[config.mk]
export PLATFORM = sky130hd
export DESIGN_NAME = hub75_rx_capture
export DESIGN_NICKNAME = d
export VERILOG_FILES = /design/src/rtl/hub75_rx_capture.sv
export SDC_FILE = /design/constraint.sdc
export NUM_CORES = 2
export LEC_CHECK = 0
export CAP_MARGIN = 20
export CORE_MARGIN = 1
export CORE_UTILIZATION = 65
export DETAILED_ROUTE_END_ITERATION = 8
export PLACE_DENSITY = 0.91
export SYNTH_ARGS = -nofsm -noshare
export SYNTH_HDL_FRONTEND = slang
export SYNTH_SLANG_ARGS = --single-unit
[constraint.sdc]
create_clock -name clk -period 3.3 [get_ports clk]
set_clock_uncertainty 0.15 [all_clocks]
set_input_delay 0.495 -clock clk [delete_from_list [all_inputs] [get_ports clk]]
set_output_delay 0.495 -clock clk [all_outputs]
set_load 0.02 [all_outputs]
[src/rtl/hub75_rx_capture.sv]
// HUB75 receiver: oversamples the panel link, rebuilds each latched row pair
// and streams it out as framebuffer pixel writes with length/overrun checks.
module hub75_rx_capture #(
    parameter int COLS        = 64,
    parameter int ADDR_W      = 4,
    parameter int SYNC_STAGES = 2
) (
    input  logic              clk,
    input  logic              rst,
    input  logic              hub_clk,
    input  logic              hub_lat,
    input  logic              hub_oe,
    input  logic [ADDR_W-1:0] hub_addr,
    input  logic [5:0]        hub_rgb,
    output logic              wr_en,
    output logic [ADDR_W-1:0] wr_row,
    output logic [5:0]        wr_col,
    output logic [5:0]        wr_rgb,
    output logic              frame_done,
    output logic              oe_active,
    output logic              len_err,
    output logic              ovf_err,
    input  logic              err_clr
);

    localparam int SW = 3 + ADDR_W + 6;

    typedef enum logic {IDLE, DRAIN} state_t;

    state_t state_q, state_d;

    logic [SYNC_STAGES-1:0][SW-1:0] sync_q, sync_d;
    logic [SW-1:0]                  in_vec, s_last;
    logic                           s_clk, s_lat, s_oe;
    logic [ADDR_W-1:0]              s_addr;
    logic [5:0]                     s_rgb;

    logic                           clk_prev_q, clk_prev_d;
    logic                           lat_prev_q, lat_prev_d;
    logic [COLS-1:0][5:0]           line_q, line_d;
    logic [COLS-1:0][5:0]           drain_q, drain_d;
    logic [6:0]                     cnt_q, cnt_d, cnt_shift;
    logic [5:0]                     col_q, col_d;
    logic [ADDR_W-1:0]              row_q, row_d;
    logic                           frame_done_q, frame_done_d;
    logic                           len_err_q, len_err_d;
    logic                           ovf_err_q, ovf_err_d;
    logic                           clk_rise, lat_rise, commit, last_beat;

    // OE is carried inverted so the all-zero synchronizer reset reads as "inactive".
    assign in_vec = {hub_clk, hub_lat, ~hub_oe, hub_addr, hub_rgb};
    assign s_last = sync_q[SYNC_STAGES-1];
    assign s_rgb  = s_last[5:0];
    assign s_addr = s_last[6 +: ADDR_W];
    assign s_oe   = s_last[6 + ADDR_W];
    assign s_lat  = s_last[7 + ADDR_W];
    assign s_clk  = s_last[8 + ADDR_W];

    always_ff @(posedge clk or negedge rst) begin
        if (!rst) begin
            state_q      <= IDLE;
            sync_q       <= '0;
            clk_prev_q   <= 1'b0;
            lat_prev_q   <= 1'b0;
            line_q       <= '0;
            drain_q      <= '0;
            cnt_q        <= '0;
            col_q        <= '0;
            row_q        <= '0;
            frame_done_q <= 1'b0;
            len_err_q    <= 1'b0;
            ovf_err_q    <= 1'b0;
        end else begin
            state_q      <= state_d;
            sync_q       <= sync_d;
            clk_prev_q   <= clk_prev_d;
            lat_prev_q   <= lat_prev_d;
            line_q       <= line_d;
            drain_q      <= drain_d;
            cnt_q        <= cnt_d;
            col_q        <= col_d;
            row_q        <= row_d;
            frame_done_q <= frame_done_d;
            len_err_q    <= len_err_d;
            ovf_err_q    <= ovf_err_d;
        end
    end

    always_comb begin
        state_d = state_q;
        case (state_q)
            IDLE:    if (lat_rise) state_d = DRAIN;
            DRAIN:   if (last_beat) state_d = IDLE;
            default: state_d = IDLE;
        endcase
    end

    always_comb begin
        sync_d     = {sync_q[SYNC_STAGES-2:0], in_vec};
        clk_prev_d = s_clk;
        lat_prev_d = s_lat;
        clk_rise   = s_clk & ~clk_prev_q;
        lat_rise   = s_lat & ~lat_prev_q;
        last_beat  = (state_q == DRAIN) && (col_q == 6'(COLS - 1));

        // Newest sample enters column 0, so the first pixel after a latch ends at COLS-1.
        line_d    = clk_rise ? {line_q[COLS-2:0], s_rgb} : line_q;
        cnt_shift = (clk_rise && cnt_q != 7'd127) ? cnt_q + 7'd1 : cnt_q;
        cnt_d     = lat_rise ? 7'd0 : cnt_shift;

        // Committing uses line_d/cnt_shift so a coincident shift lands in the row.
        commit  = lat_rise && (state_q == IDLE);
        drain_d = commit ? line_d : drain_q;
        row_d   = commit ? s_addr : row_q;

        col_d = col_q;
        if (commit)
            col_d = 6'd0;
        else if (state_q == DRAIN && !last_beat)
            col_d = col_q + 6'd1;

        frame_done_d = last_beat && (row_q == '1);
        len_err_d    = (commit && cnt_shift != 7'(COLS)) | (len_err_q & ~err_clr);
        ovf_err_d    = (lat_rise && state_q == DRAIN) | (ovf_err_q & ~err_clr);
    end

    always_comb begin
        wr_en = (state_q == DRAIN);
    end

    assign wr_row     = row_q;
    assign wr_col     = col_q;
    assign wr_rgb     = drain_q[col_q];
    assign frame_done = frame_done_q;
    assign oe_active  = s_oe;
    assign len_err    = len_err_q;
    assign ovf_err    = ovf_err_q;

endmodule

==> results.json <==
{
  "whs_ns": 0.118,
  "fp.dieW_um": 229,
  "cts_sinks": 817,
  "grt-ovfl-total": 0,
  "cts_inserted_buffers": 80,
  "nNetsFinal": 3696,
  "fillCellCount": 2725,
  "h-tree-depth": 3,
  "wl_mm": 96.9,
  "start_util": 0.663,
  "syn-num-nets": 3670,
  "io_pins": 37,
  "clockBufferDepth": 3,
  "clock_latency_ns": 0.68,
  "peakVddDrop_uv": 518,
  "ys_seq_area_frac": 0.609,
  "grt_antenna_before_repair": 1,
  "ys_types": 51,
  "status": "finished, violations left",
  "power_density_nw_per_um2": 690,
  "dr_total_vias": 27900,
  "synthFlopType": "dfrtp_1",
  "areaGrowthSynthToFinish_pct": 13.8,
  "hold_path.class": "input port to flip-flop",
  "tritoncts": "built",
  "drtIter0Drc": 4139,
  "yosysWarnings": 0,
  "fp-row-count": 82,
  "syn_inst": 3652,
  "drt_pass1_iterations": 9,
  "port_buffers": 36,
  "post-route-period-util": 1.18,
  "tightest_slew_ns": 1.16,
  "place.gp.congestion": 0.851,
  "max_clock_freq_mhz": 257,
  "cp-start-kind": "flip-flop",
  "min_period_ns": 3.89,
  "design_area_sq_um": 38200,
  "setup_viol": 6,
  "synthesis.area_sq_um": 33500,
  "grt_pass1_wl_mm": 150,
  "die_h_um": 229,
  "synth_edf_count": 0,
  "crit_type": "flip-flop to primary output",
  "arrival_ns": 3.24,
  "drc": 14,
  "violations": "design-rule violations, negative setup slack",
  "final_max_slew_viol_count": 0,
  "synth_area_per_cell_sq_um": 9.19,
  "design.core.area_sq_um": 50600,
  "die_area_sq_um": 52500,
  "drt-wirelength-per-cell_um": 22.0,
  "slew_headroom": 0.226,
  "rsz0062_at_grt": "yes",
  "path_max_fanout": 7,
  "ys_ff_latch": 817,
  "reg2reg_setup_slack_ns": 0.56,
  "grt_use_total": 0.363,
  "hold_viol": 0,
  "drive_gt1_frac": 0.103,
  "cts_root_buffer": "clkbuf_16",
  "fin_tns_setup_ns": -2.02,
  "setup_slack_ns": -0.586,
  "async_reset_ff_frac": 1.00,
  "viasPerCell": 6.32,
  "grt_max_degree": 213,
  "postRouteAntennaNets": 0,
  "clk_pin_slew_ns": 0.06,
  "end_kind": "primary output",
  "finish.utilization": 0.755,
  "grt_pass1_vias": 28200,
  "hpwl_mm": 47.6,
  "required_ns": 2.65,
  "place_ws_ns": -0.109,
  "drv_cap": 0,
  "post_dp_cell_area_sq_um": 34900,
  "p_leak_nw": 21.0
}
[registers in the layout (all words and copies together), names as in the netlist]
| signal | cells |
|---|---|
| clk_prev_q | 1 |
| frame_done | 1 |
| wr_row | 4 |
| sync_d | 13 |
| lat_prev_q | 1 |
| wr_col | 6 |
| wr_en | 1 |
| ovf_err | 1 |
| s_last | 13 |
| line_q | 384 |
| drain_q | 384 |
| len_err | 1 |
| cnt_q | 7 |
[critical path, stage by stage, from the launching register on]
cell     delay (ns)
dfrtp_4        0.55
buf_12         0.18
buf_12         0.13
buf_6          0.11
mux4_2         0.43
mux4_2         0.62
o22ai_4        0.30
o21ai_2        0.12
buf_6          0.15
[path summary, 6_finish.rpt]
kind	start	end	cells past startpoint
worst min-delay path	hub_addr[0]	sync_d[19]$_DFF_PN0_	1
worst max register to register	wr_col[1]$_DFFE_PN0P_	wr_col[3]$_DFFE_PN0P_	9
max in group asynchronous	rst	line_q[378]$_DFF_PN0_	4
min in group asynchronous	rst	drain_q[82]$_DFFE_PN0P_	2
worst min register to register	sync_d[25]$_DFF_PN0_	s_last[12]$_DFF_PN0_	0
worst max-delay path	wr_col[1]$_DFFE_PN0P_	wr_rgb[3]	8
[kinds of logic (layout without fill, tap and decap cells)]
| logic type | after synthesis | after routing | synth area share |
|---|---|---|---|
| AOI/OAI and AO/OA | 74 | 74 | 0.0159 |
| buffers and inverters | 219 | 307 | 0.0278 |
| and+or+nand+nor | 2418 | 2418 | 0.274 |
| xor gates and xnor gates | 6 | 6 | 0.00157 |
| DFF | 817 | 817 | 0.609 |
| other | 0 | 1 | 0 |
| muxes | 116 | 116 | 0.0706 |
| adders and majority gates | 2 | 2 | 0.000746 |
[synth_stat cells, drive strengths merged, types with 4 or more instances]
master,count,area share
nand2,2341,0.26
dfrtp,817,0.61
clkbuf,158,0.018
mux4,95,0.064
buf,54,0.0093
nor2,25,0.0028
a211oi,16,0.0036
mux2i,16,0.0048
nor2b,15,0.0028
nand3,14,0.0021
o21ai,11,0.0016
a21oi,9,0.0013
nand2b,7,0.0013
o211ai,7,0.0016
inv,6,0.00067
mux2,5,0.0017
xnor2,5,0.0013
a22oi,4,0.00090
nor3,4,0.00060
o22ai,4,0.00075
o41ai,4,0.0010
[per-layer routing]
layer / vias to the layer above / share of wire / global-route usage
met3: 701 / 0.12 / 0.0893
met1: 13400 / 0.33 / 0.461
met4: 0 / 0.076 / 0.211
li1: 11500 / - / -
met5: - / 0 / 0
met2: 2307 / 0.47 / 0.575
[power breakdown]
| group | total (W) | internal [W] | switching [W] |
|---|---|---|---|
| Sequential | 0.0112 | 0.0106 | 0.000599 |
| Clock | 0.00961 | 0.00554 | 0.00407 |
| Combinational | 0.00549 | 0.00227 | 0.00322 |
| Total | 0.0263 | 0.0184 | 0.00790 |
[stage by stage]
step                      total power [W]  std cells
after floorplan                    0.0139       3652
after global placement             0.0156       4241
after detailed placement           0.0158       4241
after CTS                          0.0256       4398
after global routing               0.0270       4413
final                              0.0263       4413
[placed cells by master, fill, tap and decap left out, types with 4 or more instances in the layout]
cell type        instances
a211oi_1                13
a21oi_1                  9
a22oi_1                  4
buf_12                  33
buf_4                   70
buf_6                   17
buf_8                    5
bufinv_16                6
clkbuf_1                15
clkbuf_16               84
clkbuf_8                18
clkdlybuf4s50_1         29
clkinv_2                12
clkinvlp_4               5
dfrtp_1                813
inv_1                    6
mux2i_1                 15
mux4_2                  92
nand2_1               2338
nand2b_1                 5
nand3_1                 11
nor2_1                  24
nor2b_1                 13
nor3_1                   4
o211ai_1                 7
o21ai_0                  6
xnor2_1                  5
[area by class of cell]
class | instances | area, sq um | share of cell area
antenna | 1 | 2.50 | 0.0000655
clock buffer | 117 | 2410 | 0.0630
multi-input combinational | 2616 | 12400 | 0.324
tap | 672 | 841 | 0.0220
clock inverter | 27 | 320 | 0.00839
sequential | 817 | 20500 | 0.536
timing repair buffer | 156 | 1780 | 0.0466
inverter | 7 | 26.3 | 0.000688
[repair_timing]
| action | 4_1_cts | 5_1_grt |
|---|---|---|
| endpoints found under the setup margin | 6 | 6 |
| pin swaps | 8 | 11 |
| resized for setup | 64 | 29 |
| buffers inserted | 13 | 15 |
| endpoints found under the hold margin | 40 | 0 |
| hold buffers | 1 | 0 |
No activity file was read; power rests on OpenSTA's default activity.
